===== src/rtl/issue_scheduler.sv =====
// issue_scheduler: single-issue in-order dispatch stage between fetch and the
// ALU, BRU and MAU execution units.
//
// One instruction sits in the issue slot. It is decoded combinationally into
// rd/rs1/rs2/immediate and unit select, and checked against a 32-entry
// scoreboard of pending register writes. It is then dispatched over a
// valid/ready handshake. HALT drains the scoreboard and then stops the stage.
// Undecodable words stop the stage with illegal set.
//
// Ports:
//   clk, reset_n                  clock, asynchronous active-low reset
//   instr_valid/instr/instr_pc    fetch offer;  instr_ready: slot accepts
//   {alu,bru,mau}_valid/_ready    dispatch handshake per execution unit
//   issue_instr/pc/rd/rs1/rs2/imm slot contents and decoded fields
//   wb_valid/wb_rd                register write retiring (clears scoreboard)
//   flush                         BRU redirect, discards the slot
//   sb_busy                       any scoreboard bit set
//   halted / illegal              sticky status until reset
module issue_scheduler #(
  parameter int unsigned XLEN = 32
) (
  input  logic            clk,
  input  logic            reset_n,
  input  logic            instr_valid,
  input  logic [31:0]     instr,
  input  logic [XLEN-1:0] instr_pc,
  output logic            instr_ready,
  output logic            alu_valid,
  output logic            bru_valid,
  output logic            mau_valid,
  input  logic            alu_ready,
  input  logic            bru_ready,
  input  logic            mau_ready,
  output logic [31:0]     issue_instr,
  output logic [XLEN-1:0] issue_pc,
  output logic [4:0]      issue_rd,
  output logic [4:0]      issue_rs1,
  output logic [4:0]      issue_rs2,
  output logic [XLEN-1:0] issue_imm,
  input  logic            wb_valid,
  input  logic [4:0]      wb_rd,
  input  logic            flush,
  output logic            sb_busy,
  output logic            halted,
  output logic            illegal
);

  localparam logic [31:0] HALT_WORD = 32'h0001_0073;

  typedef enum logic [1:0] {ST_RUN, ST_HALTED, ST_ERROR} state_e;
  typedef enum logic [2:0] {FMT_R, FMT_I, FMT_S, FMT_B, FMT_U, FMT_J, FMT_NONE} fmt_e;

  function automatic logic is_alu_op(input logic [31:0] w);
    case (w[6:0])
      7'b0110011, 7'b0010011, 7'b0110111, 7'b0010111: return 1'b1;
      default:                                         return 1'b0;
    endcase
  endfunction

  function automatic logic is_branch_op(input logic [31:0] w);
    case (w[6:0])
      7'b1100011, 7'b1101111, 7'b1100111: return 1'b1;
      default:                             return 1'b0;
    endcase
  endfunction

  function automatic logic is_memory_op(input logic [31:0] w);
    case (w[6:0])
      7'b0000011, 7'b0100011: return 1'b1;
      default:                 return 1'b0;
    endcase
  endfunction

  function automatic fmt_e get_fmt(input logic [31:0] w);
    case (w[6:0])
      7'b0110011:                         return FMT_R;
      7'b0010011, 7'b0000011, 7'b1100111: return FMT_I;
      7'b0100011:                         return FMT_S;
      7'b1100011:                         return FMT_B;
      7'b0110111, 7'b0010111:             return FMT_U;
      7'b1101111:                         return FMT_J;
      default:                            return FMT_NONE;
    endcase
  endfunction

  function automatic logic [31:0] get_imm(input logic [31:0] w, input fmt_e f);
    case (f)
      FMT_I:   return {{20{w[31]}}, w[31:20]};
      FMT_S:   return {{20{w[31]}}, w[31:25], w[11:7]};
      FMT_B:   return {{19{w[31]}}, w[31], w[7], w[30:25], w[11:8], 1'b0};
      FMT_U:   return {w[31:12], 12'h000};
      FMT_J:   return {{11{w[31]}}, w[31], w[19:12], w[20], w[30:21], 1'b0};
      default: return '0;
    endcase
  endfunction

  // State
  state_e            state_q, state_d;
  logic              slot_valid_q, slot_valid_d;
  logic [31:0]       slot_instr_q, slot_instr_d;
  logic [XLEN-1:0]   slot_pc_q, slot_pc_d;
  logic [31:0]       sb_q, sb_d;
  logic              halted_q, halted_d;
  logic              illegal_q, illegal_d;

  // Decode
  fmt_e        fmt;
  logic [4:0]  dec_rd, dec_rs1, dec_rs2;
  logic [31:0] dec_imm;
  logic        writes_rd;
  logic        sel_alu, sel_bru, sel_mau;
  logic        is_halt;
  logic        hazard;
  logic        run;
  logic        dispatch_ok;
  logic        fire;
  logic        accept;
  logic        enter_halt;

  always_comb begin
    fmt       = get_fmt(slot_instr_q);
    writes_rd = fmt inside {FMT_R, FMT_I, FMT_U, FMT_J};
    dec_rd    = writes_rd ? slot_instr_q[11:7] : '0;
    dec_rs1   = (fmt inside {FMT_R, FMT_I, FMT_S, FMT_B}) ? slot_instr_q[19:15] : '0;
    dec_rs2   = (fmt inside {FMT_R, FMT_S, FMT_B})        ? slot_instr_q[24:20] : '0;
    dec_imm   = get_imm(slot_instr_q, fmt);
    sel_alu   = is_alu_op(slot_instr_q);
    sel_bru   = is_branch_op(slot_instr_q);
    sel_mau   = is_memory_op(slot_instr_q);
    is_halt   = (slot_instr_q == HALT_WORD);

    // Absent fields decode to 0, so x0 checks also cover "field absent".
    // Scoreboard is read registered only: a write-back unblocks next cycle.
    hazard = ((dec_rs1 != '0) && sb_q[dec_rs1]) ||
             ((dec_rs2 != '0) && sb_q[dec_rs2]) ||
             ((dec_rd  != '0) && sb_q[dec_rd]);

    run         = (state_q == ST_RUN);
    dispatch_ok = slot_valid_q && run && !hazard && !flush;
    alu_valid   = dispatch_ok && sel_alu;
    bru_valid   = dispatch_ok && sel_bru;
    mau_valid   = dispatch_ok && sel_mau;
    fire        = (alu_valid && alu_ready) || (bru_valid && bru_ready) ||
                  (mau_valid && mau_ready);

    // reset_n gates ready so every output is 0 while reset is held, even
    // though the reset state (RUN, empty slot) would otherwise accept.
    instr_ready = reset_n && run && (!slot_valid_q || fire) && !flush;
    accept      = instr_valid && instr_ready;
  end

  // Next state: FSM, status, slot, scoreboard
  always_comb begin
    state_d    = state_q;
    halted_d   = halted_q;
    illegal_d  = illegal_q;
    enter_halt = 1'b0;

    // A flushed slot is on the wrong path, so it cannot halt or trap.
    if (run && slot_valid_q && !flush) begin
      if (is_halt) begin
        if (sb_q == '0) begin
          state_d    = ST_HALTED;
          halted_d   = 1'b1;
          enter_halt = 1'b1;
        end
      end else if (!(sel_alu || sel_bru || sel_mau)) begin
        state_d   = ST_ERROR;
        illegal_d = 1'b1;
      end
    end

    slot_valid_d = slot_valid_q;
    slot_instr_d = slot_instr_q;
    slot_pc_d    = slot_pc_q;
    if (flush) begin
      slot_valid_d = 1'b0;
    end else if (accept) begin
      slot_valid_d = 1'b1;
      slot_instr_d = instr;
      slot_pc_d    = instr_pc;
    end else if (fire || enter_halt) begin
      slot_valid_d = 1'b0;
    end

    // Clear before set so a same-cycle set of the same register wins.
    sb_d = sb_q;
    if (wb_valid && (wb_rd != '0)) sb_d[wb_rd] = 1'b0;
    if (fire && writes_rd && (dec_rd != '0)) sb_d[dec_rd] = 1'b1;
  end

  always_ff @(posedge clk or negedge reset_n) begin
    if (!reset_n) begin
      state_q      <= ST_RUN;
      halted_q     <= 1'b0;
      illegal_q    <= 1'b0;
      slot_valid_q <= 1'b0;
      slot_instr_q <= '0;
      slot_pc_q    <= '0;
      sb_q         <= '0;
    end else begin
      state_q      <= state_d;
      halted_q     <= halted_d;
      illegal_q    <= illegal_d;
      slot_valid_q <= slot_valid_d;
      slot_instr_q <= slot_instr_d;
      slot_pc_q    <= slot_pc_d;
      sb_q         <= sb_d;
    end
  end

  assign issue_instr = slot_instr_q;
  assign issue_pc    = slot_pc_q;
  assign issue_rd    = dec_rd;
  assign issue_rs1   = dec_rs1;
  assign issue_rs2   = dec_rs2;
  assign issue_imm   = XLEN'($signed(dec_imm));
  assign sb_busy     = |sb_q;
  assign halted      = halted_q;
  assign illegal     = illegal_q;

endmodule


===== config.mk =====
export PLATFORM = sky130hd
export DESIGN_NAME = issue_scheduler
export DESIGN_NICKNAME = d
export VERILOG_FILES = /design/src/rtl/issue_scheduler.sv
export SDC_FILE = /design/constraint.sdc
export NUM_CORES = 1
export LEC_CHECK = 0
export BUFFER_PORTS_ARGS = -buffer_cell sky130_fd_sc_hd__buf_2
export CAP_MARGIN = 20
export CORE_MARGIN = 2
export CORE_UTILIZATION = 47
export CTS_CLUSTER_DIAMETER = 60
export DETAILED_ROUTE_END_ITERATION = 7
export GPL_ROUTABILITY_DRIVEN = 1
export HOLD_SLACK_MARGIN = 0.1
export PLACE_DENSITY = 0.84
export SYNTH_ARGS = -nofsm -noshare
export SYNTH_HDL_FRONTEND = slang
export SYNTH_SLANG_ARGS = --single-unit
export TNS_END_PERCENT = 30

===== constraint.sdc =====
create_clock -name clk -period 4.4 [get_ports clk]
set_clock_uncertainty 0.2 [all_clocks]
set_input_delay 0.88 -clock clk [delete_from_list [all_inputs] [get_ports clk]]
set_output_delay 0.88 -clock clk [all_outputs]
set_load 0.01 [all_outputs]

==> flow_summary.ini, run 1 <==
[status]
outcome = complete, no violations

[setup_path]
setup.worst_path.start = issue_instr[5]
worst-r2r-cell-count = 14
r2r_slack_ns = 0.31
path_cells = and3b_2 > a22o_1 > nand3_2 > ha_4 > o21ai_2 > a2bb2oi_1 > a2111o_1 > o211ai_2 > o311a_1 > or4b_4 > a21oi_2 > buf_2
worst_r2r_src = issue_instr[5]
crit_path_end = instr_ready
arrival_ns = 3.30
slowest_stage_delay_on_critical_path_ns = 0.51
worstPathRequired_ns = 3.32
crit_path_end_kind = output port
crit_slowest_cell = or4b_4
kind_of_start_point_of_the_critical_path = flop
crit_type = flop to output port
worst_r2r_dst = issue_instr[17]
crit_fanout = 4

[finish]
layout.cells.most_common_list = buf_2, dfrtp_1, o21ai_0, mux2_4
antenna_cells_inserted = 0
layout.nets = 818
fraction_of_layout_instances_using_a_drive_strength_above_1 = 0.4725
layout-area-overhead-vs-synth_pct = 26.37
final_common_cell = buf_2

[synth]
yosysUniqueCellTypes = 60
mappedNetlistArea_um2 = 5998
synth_top_flop_cell = dfrtp_1
ys_async_sr_fraction = 1.000
synth_seq_cells = 101
yosys_warnings = 0
synth-edff-count = 0
share_of_synthesized_area_occupied_by_flip_flops_and_latches = 0.4214
synthesis.nets = 616
syn-mean-instance-area_um2 = 11.15
synth_cells = 538

[clock_network]
ctsRootBufferMaster = clkbuf_16
cts_hold_repair.buffers = 0
tritoncts = done
worst_skew_pair.late_latency_ns = 0.36
cts_sinks = 101
cts_buf_count = 9
clock_tree.buffer_depth = 2
clkSlewWorstSetupHoldPaths_ns = 0.08
cts.htree.levels = 3

[sta]
report.final.slew_viol_count = 0
slew_headroom = 0.4933
setup-tns-final_ns = 0
finalHoldWorstSlack_ns = 0.2464
fin_crit_ns = 4.377
max_freq_mhz = 228.4
finalCritPeriodShare = 0.9949
finalWorstSetupSlack_ns = 0.02257
worst_pin_slew_ns = 0.7601
hold_violations = 0
report.final.setup_viol = 0

[drt]
post-route-drc-count = 0
wire_per_inst_um = 20.40
wl_mm = 18.71
initialDrtViolationCount = 802
ant_nets = 0
avgViaCountPerCell = 6.038
length_of_the_first_detailed_routing_pass_in_iterations = 8
route.vias.total = 5537

[floorplan]
die_y_um = 117.0
initial_core_util = 0.4792
boundaryPins = 195
core_area_um2 = 12520
dieWidth_um = 117.0
std_cell_rows = 41
die_footprint_um2 = 13680

[place]
port-buffer-count = 194
place_congestion = 0.9401
place_hpwl_mm = 13.45
dpl_worst_slack_ns = 0.1551

[global_route]
pin_count_of_the_biggest_net_entering_global_routing = 59
antenna_found_initial = 0
first_pass_grt_wire_length_mm = 28.15
gr-total-overflow = 0
groute.usage.overall = 0.2735
grt_pass1_vias = 5199

[hold_path]
hp-class = flop to flop

[power]
max-vdd-ir-drop_v = 0.0004249
p_leak_nw = 3.703
cellPowerDensity_nw_per_um2 = 577.7

[run]
max_cap_violations = 0
report_power, final:
| part | leakage [nW] | internal (W) | total (W) | switching, W |
|---|---|---|---|---|
| sequential | 1.28 | 0.00123 | 0.00168 | 0.000454 |
| combinational | 2.28 | 0.000992 | 0.00191 | 0.000915 |
| clock | 0.147 | 0.000410 | 0.000787 | 0.000377 |
synth_stat cells, types with 3 or more instances:
library cell	instances	share of area
clkbuf_1	22	0.014
and2_1	10	0.010
nor3b_1	4	0.0050
buf_12	6	0.020
a22oi_1	8	0.010
or2_2	3	0.0031
nand4_1	12	0.013
mux2i_1	14	0.023
nor3_1	4	0.0033
o21ai_0	66	0.055
nand2b_1	6	0.0063
mux2_4	49	0.12
a22o_1	3	0.0044
and3_1	11	0.011
dfrtp_1	101	0.42
a21oi_1	14	0.012
buf_2	4	0.0033
nand2_1	32	0.020
nand3_1	10	0.0083
mux4_2	16	0.060
nor2b_1	5	0.0052
nor2_1	29	0.018
nor4_1	14	0.015
mux2_2	21	0.039
or3_1	4	0.0042
a21o_1	11	0.014
nand3b_1	10	0.013
inv_1	11	0.0069
metrics by stage:
step	total power (W)	std cells	util	instance area, µm²
after global routing	0.004623	917	0.6056	7580
after global placement	0.003416	893	0.5700	7134
final	0.004379	917	0.6056	7580
after CTS	0.004299	915	0.5987	7493
after detailed placement	0.003456	893	0.5700	7134
after floorplan	0.002734	538	-	6000
per-layer routing:
layer | wire length (µm) | share of wire | track usage
met5 | 0 | 0 | 0
met2 | 8772 | 0.47 | 0.4281
met1 | 7358 | 0.39 | 0.3641
met3 | 1969 | 0.11 | 0.07775
met4 | 609 | 0.033 | 0.1035
how the worst min path moves through the flow:
stage	slack [ns]	from	cells past startpoint	endpoint
floorplan	0.24	state_q[0]	1	state_q[0]
global placement	0.21	sb_q[0]	0	sb_q[0]
detailed placement	0.23	sb_q[0]	0	sb_q[0]
CTS	0.24	sb_q[0]	0	sb_q[0]
global route	0.27	sb_q[0]	0	sb_q[0]
finish	0.25	sb_q[0]	0	sb_q[0]
kinds of logic (layout without fill, tap and decap cells):
logic type / Yosys count / in the layout / synth area share
and+or+nand+nor: 163 / 163 / 0.1502
AOI/OAI and AO/OA: 127 / 128 / 0.1331
DFF: 101 / 101 / 0.4214
muxes: 100 / 100 / 0.2455
buffers and inverters: 46 / 252 / 0.04777
adders and majority gates: 1 / 1 / 0.002086
area by class of cell:
class	count	area, µm²
fill	1070	4937
multi-input combinational	392	3281
sequential	101	2531
timing repair buffer	225	1219
clock buffer	10	239.0
tap	172	215.2
clock inverter	6	53.80
inverter	11	41.29
critical path: cells and delay by family, from the launching register on:
| kind | cells | cell delay, ns |
|---|---|---|
| AO/OA/AOI/OAI | 7 | 1.40 |
| AND/OR/NAND/NOR | 3 | 0.86 |
| flip-flops | 1 | 0.37 |
| adder cells (fa/ha/maj) | 1 | 0.17 |
| buffers and inverters | 1 | 0.14 |
sequential cells by signal, indices dropped and copies added (netlist names):
name,count
illegal,1
state_q,2
issue_pc,32
halted,1
sb_q,32
slot_valid_q,1
issue_instr,32
what timing repair did:
action / 4_1_cts / 5_1_grt
pin swaps: 2 / 5
setup endpoints to repair: 10 / 30
gates cloned: 1 / 0
buffers inserted: 5 / 2
gates resized for setup: 6 / 14
No activity file was read; power rests on OpenSTA's default activity.
==> run 2, diff against run 1 <==
--- a/config.mk
+++ b/config.mk
@@ -13,7 +13,7 @@
 export DETAILED_ROUTE_END_ITERATION = 7
 export GPL_ROUTABILITY_DRIVEN = 1
 export HOLD_SLACK_MARGIN = 0.1
-export PLACE_DENSITY = 0.84
+export PLACE_DENSITY = 0.78
 export SYNTH_ARGS = -nofsm -noshare
 export SYNTH_HDL_FRONTEND = slang
 export SYNTH_SLANG_ARGS = --single-unit
==> run 2 against run 1 <==
Compared with the run above: worst setup slack improved by 0.013 ns; routed wire length decreased by 0.66%; highest routed layer unchanged; via count decreased by 2.0%.
==> flow_summary.ini, run 2 (synthesized netlist as in run 1, its figures left out) <==
[drt]
ant_nets = 0
avgViaCountPerCell = 5.931
wire_per_inst_um = 20.31
route.vias.total = 5427
initialDrtViolationCount = 546
length_of_the_first_detailed_routing_pass_in_iterations = 5
post-route-drc-count = 0
wl_mm = 18.58

[global_route]
pin_count_of_the_biggest_net_entering_global_routing = 66
gr-total-overflow = 0
first_pass_grt_wire_length_mm = 28.23
grt_pass1_vias = 5270
groute.usage.overall = 0.2694
antenna_found_initial = 0

[sta]
report.final.slew_viol_count = 0
report.final.setup_viol = 0
finalCritPeriodShare = 0.9920
grt_setup_unrepaired = true
worst_pin_slew_ns = 0.7130
max_freq_mhz = 229.1
slew_headroom = 0.5218
finalHoldWorstSlack_ns = 0.2596
fin_crit_ns = 4.365
hold_violations = 0

[floorplan]
die_y_um = 117.0
boundaryPins = 195
dieWidth_um = 117.0
initial_core_util = 0.4792
core_area_um2 = 12520
die_footprint_um2 = 13680
std_cell_rows = 41

[setup_path]
kind_of_start_point_of_the_critical_path = flop
crit_path_end_kind = output port
crit_fanout = 6
crit_slowest_cell = or4b_4
arrival_ns = 3.28
timing.critical_path.max_delay_family = compound AO/OA/AOI/OAI gates
crit_type = flop to output port
r2r_slack_ns = 0.27
slowest_stage_delay_on_critical_path_ns = 0.49
worstPathRequired_ns = 3.32
path_cells = and3b_2 > a22o_1 > nand3_2 > ha_4 > o21ai_2 > a2bb2oi_4 > buf_6 > a2111o_1 > o211ai_2 > o311a_1 > or4b_4 > a21oi_2 > buf_2
worstPathBufferInverterCount = 2

[clock_network]
clkSlewWorstSetupHoldPaths_ns = 0.07
clock_tree.buffer_depth = 2
worst_skew_pair.late_latency_ns = 0.36
ctsRootBufferMaster = clkbuf_16
tritoncts = done
cts.htree.levels = 3
cts_sinks = 101
cts_buf_count = 9

[place]
place_hpwl_mm = 13.72
port-buffer-count = 194
place_congestion = 0.9556
post_dp_cell_area_um2 = 7142

[power]
cellPowerDensity_nw_per_um2 = 581.3
power_consumption_w = 0.004411
max-vdd-ir-drop_v = 0.0004087
p_leak_nw = 3.698

[finish]
stdcell_area_um2 = 7587
layout.nets = 816
layout-area-overhead-vs-synth_pct = 26.49
layout.cells.most_common_list = buf_2, dfrtp_1, o21ai_0, mux2_4, nand2_1
utilization = 0.6062
number_of_inserted_filler_cells_in_the_final_layout = 1075
fraction_of_layout_instances_using_a_drive_strength_above_1 = 0.4711
final_common_cell = buf_2
antenna_cells_inserted = 0

[run]
max_cap_violations = 0

[status]
outcome = complete, no violations

[hold_path]
hp-class = flop to flop
[run 2: final timing paths]
check	depth (start not counted)	end	startpoint
worst max-delay path	13	instr_ready	issue_instr[6]
worst min-delay path	0	sb_q[0]	sb_q[0]
worst max register to register	15	issue_pc[3]	issue_instr[6]
worst min register to register	0	sb_q[0]	sb_q[0]
max in group asynchronous	2	sb_q[16]	reset_n
min in group asynchronous	1	state_q[1]	reset_n
[run 2: timing repair]
| item | 4_1_cts | 5_1_grt |
|---|---|---|
| pin swaps | 5 | 6 |
| resized for setup | 12 | 9 |
| setup endpoints to repair | 22 | 21 |
| hold buffers | 0 | 0 |
| buffers inserted | 4 | 1 |
[run 2: area by class of cell]
cell class              count  area (µm²)  area share
well taps                 172       215.2     0.02836
flip-flops and latches    101        2529      0.3333
multi-input cells         391        3282      0.4326
clock inverters             7       80.08     0.01055
inverters                  11       41.29    0.005442
clock buffers               9       225.2     0.02968
repair buffers            224        1215      0.1601
[run 2: metrics by stage]
stage	cells	worst slack [ns]	TNS (ns)
finish	915	0.03524	0
global route	915	-0.04487	-0.08797
CTS	914	0.006228	0
detailed placement	894	-0.01857	-0.01857
global placement	894	0.1720	0
floorplan	538	0.08373	0
[run 2: where the power goes]
part,total [W],switching [W],internal [W]
clock,0.000818,0.000370,0.000449
combinational,0.00193,0.000944,0.000986
sequential,0.00166,0.000432,0.00123
[run 2: routing by layer]
layer	routed length [µm]	GRT usage	vias up
met5	0	0	-
met4	400	0.08078	0
met3	1609	0.07467	42
met2	8876	0.4320	311
met1	7697	0.3596	2664
li1	-	-	2410
==> run 3, diff against run 2 <==
--- a/config.mk
+++ b/config.mk
@@ -14,6 +14,7 @@
 export GPL_ROUTABILITY_DRIVEN = 1
 export HOLD_SLACK_MARGIN = 0.1
 export PLACE_DENSITY = 0.78
+export RECOVER_POWER = 25
 export SYNTH_ARGS = -nofsm -noshare
 export SYNTH_HDL_FRONTEND = slang
 export SYNTH_SLANG_ARGS = --single-unit
==> run 3 against run 2 <==
Compared with the run above: via count grew 0.33%; global-route usage unchanged; combinational power decreased by 2%; sequential power is essentially flat; critical path depth unchanged; register-to-register slack hardly changed; maximum frequency is 0.24% higher; highest routed layer unchanged.
==> flow_summary.ini, run 3 (synthesized netlist as in run 1, its figures left out) <==
[sta]
slew_headroom = 0.5407
finalHoldWorstSlack_ns = 0.2615
finalCritPeriodShare = 0.9896
report.final.slew_viol_count = 0
grt_setup_unrepaired = true
fin_crit_ns = 4.354
hold_violations = 0
max_freq_mhz = 229.7
report.final.setup_viol = 0
worst_pin_slew_ns = 0.6848

[floorplan]
die_y_um = 117.0
die_footprint_um2 = 13680
boundaryPins = 195
dieWidth_um = 117.0
core_area_um2 = 12520
std_cell_rows = 41
initial_core_util = 0.4792

[setup_path]
crit_path_end = instr_ready
r2r_slack_ns = 0.26
worstPathRequired_ns = 3.32
kind_of_start_point_of_the_critical_path = flop
crit_type = flop to output port
crit_fanout = 6
worst-r2r-cell-count = 15
crit_path_end_kind = output port
arrival_ns = 3.27
setup.worst_path.start = issue_instr[6]
worst_r2r_src = issue_instr[6]
worst_r2r_dst = issue_pc[3]

[finish]
seq_area_um2 = 2529
antenna_cells_inserted = 0
final_common_cell = buf_2
layout.nets = 816
fraction_of_layout_instances_using_a_drive_strength_above_1 = 0.4280
number_of_inserted_filler_cells_in_the_final_layout = 1094
post_layout_nonfiller_instances = 915
stdcell_area_um2 = 7547
layout-area-overhead-vs-synth_pct = 25.82
multi_input_area_um2 = 3282
layout.cells.most_common_list = buf_2, dfrtp_1, o21ai_0, mux2_4, clkbuf_1

[clock_network]
cts.htree.levels = 3
clkSlewWorstSetupHoldPaths_ns = 0.07
cts_buf_count = 9
cts_hold_repair.buffers = 0
cts_sinks = 101
tritoncts = done
worst_skew_pair.late_latency_ns = 0.36
clock_tree.buffer_depth = 2
ctsRootBufferMaster = clkbuf_16

[global_route]
gr-total-overflow = 0
groute.usage.overall = 0.2694
grt_pass1_vias = 5270
first_pass_grt_wire_length_mm = 28.23
pin_count_of_the_biggest_net_entering_global_routing = 66
antenna_found_initial = 0

[drt]
avgViaCountPerCell = 5.951
wl_mm = 18.54
post-route-drc-count = 0
initialDrtViolationCount = 560
wire_per_inst_um = 20.26
route.vias.total = 5445
ant_nets = 0
length_of_the_first_detailed_routing_pass_in_iterations = 5

[power]
max-vdd-ir-drop_v = 0.0004042
p_leak_nw = 3.602
power_frac_seq = 0.380
switching_share = 0.3993
internal_power_w = 0.002627
p_clk_frac = 0.187
power_consumption_w = 0.004372
power.net_switching_w = 0.001746
cellPowerDensity_nw_per_um2 = 579.3
power_frac_comb = 0.433

[place]
port-buffer-count = 194
dp_cells = 894
place_hpwl_mm = 13.72
post_dp_cell_area_um2 = 7142
place_congestion = 0.9556

[status]
outcome = complete, no violations

[hold_path]
hp-class = flop to flop

[run]
max_cap_violations = 0
[run 3: changes by cell type in the layout (fill, tap and decap cells not counted), sizes merged]
cell | previous run | this run
buf | 224 | 192
clkbuf | 9 | 41
[run 3: per-layer routing]
layer / global-route usage / up-vias / part of all wire
met4: 0.08078 / 0 / 0.022
met1: 0.3596 / 2671 / 0.40
met2: 0.4320 / 320 / 0.48
met3: 0.07467 / 43 / 0.092
li1: - / 2411 / -
met5: 0 / - / 0
[run 3: worst min-delay path by stage]
stage / cells past startpoint / startpoint / endpoint
2_1_floorplan: 1 / state_q[0] / state_q[0]
3_3_place_gp: 0 / sb_q[0] / sb_q[0]
3_5_place_dp: 0 / sb_q[0] / sb_q[0]
4_1_cts: 0 / sb_q[0] / sb_q[0]
5_1_grt: 1 / illegal / illegal
6_report: 0 / sb_q[0] / sb_q[0]
[run 3: area by class of cell]
| type | count | share of cell area |
|---|---|---|
| clock buffers | 9 | 0.02984 |
| clock inverters | 7 | 0.01061 |
| inverters | 11 | 0.005471 |
| multi-input cells | 391 | 0.4348 |
| flip-flops and latches | 101 | 0.3350 |
| well taps | 172 | 0.02851 |
| repair buffers | 224 | 0.1557 |
[run 3: stage by stage]
stage | TNS (ns) | setup slack [ns] | utilization
2_1_floorplan | 0 | 0.08373 | -
3_3_place_gp | 0 | 0.1720 | 0.5706
3_5_place_dp | -0.01857 | -0.01857 | 0.5706
4_1_cts | 0 | 0.006228 | 0.6017
5_1_grt | -0.08797 | -0.04487 | 0.6030
6_report | 0 | 0.04557 | 0.6030
[run 3: power groups by stage]
| stage | logic, W | clock network (W) | registers (W) |
|---|---|---|---|
| floorplan | 0.00112 | 0 | 0.00161 |
| global placement | 0.00181 | 0 | 0.00164 |
| detailed placement | 0.00183 | 0 | 0.00165 |
| CTS | 0.00188 | 0.000829 | 0.00165 |
| global route | 0.00204 | 0.000862 | 0.00171 |
| finish | 0.00189 | 0.000818 | 0.00166 |
[run 3: critical path: stages (launching register included)]
cell       delay, ns
dfrtp_1         0.38
and3b_2         0.22
a22o_1          0.22
nand3_2         0.11
ha_4            0.17
o21ai_2         0.07
a2bb2oi_4       0.17
buf_6           0.16
a2111o_1        0.36
o211ai_2        0.07
o311a_1         0.21
or4b_4          0.49
a21oi_2         0.13
buf_2           0.15
[run 3: what timing repair did]
action                     4_1_cts  5_1_grt
pin swaps                        5        6
resized for setup               12        9
setup endpoints to repair       22       21
hold endpoints to repair         0        0
buffers inserted                 4        1
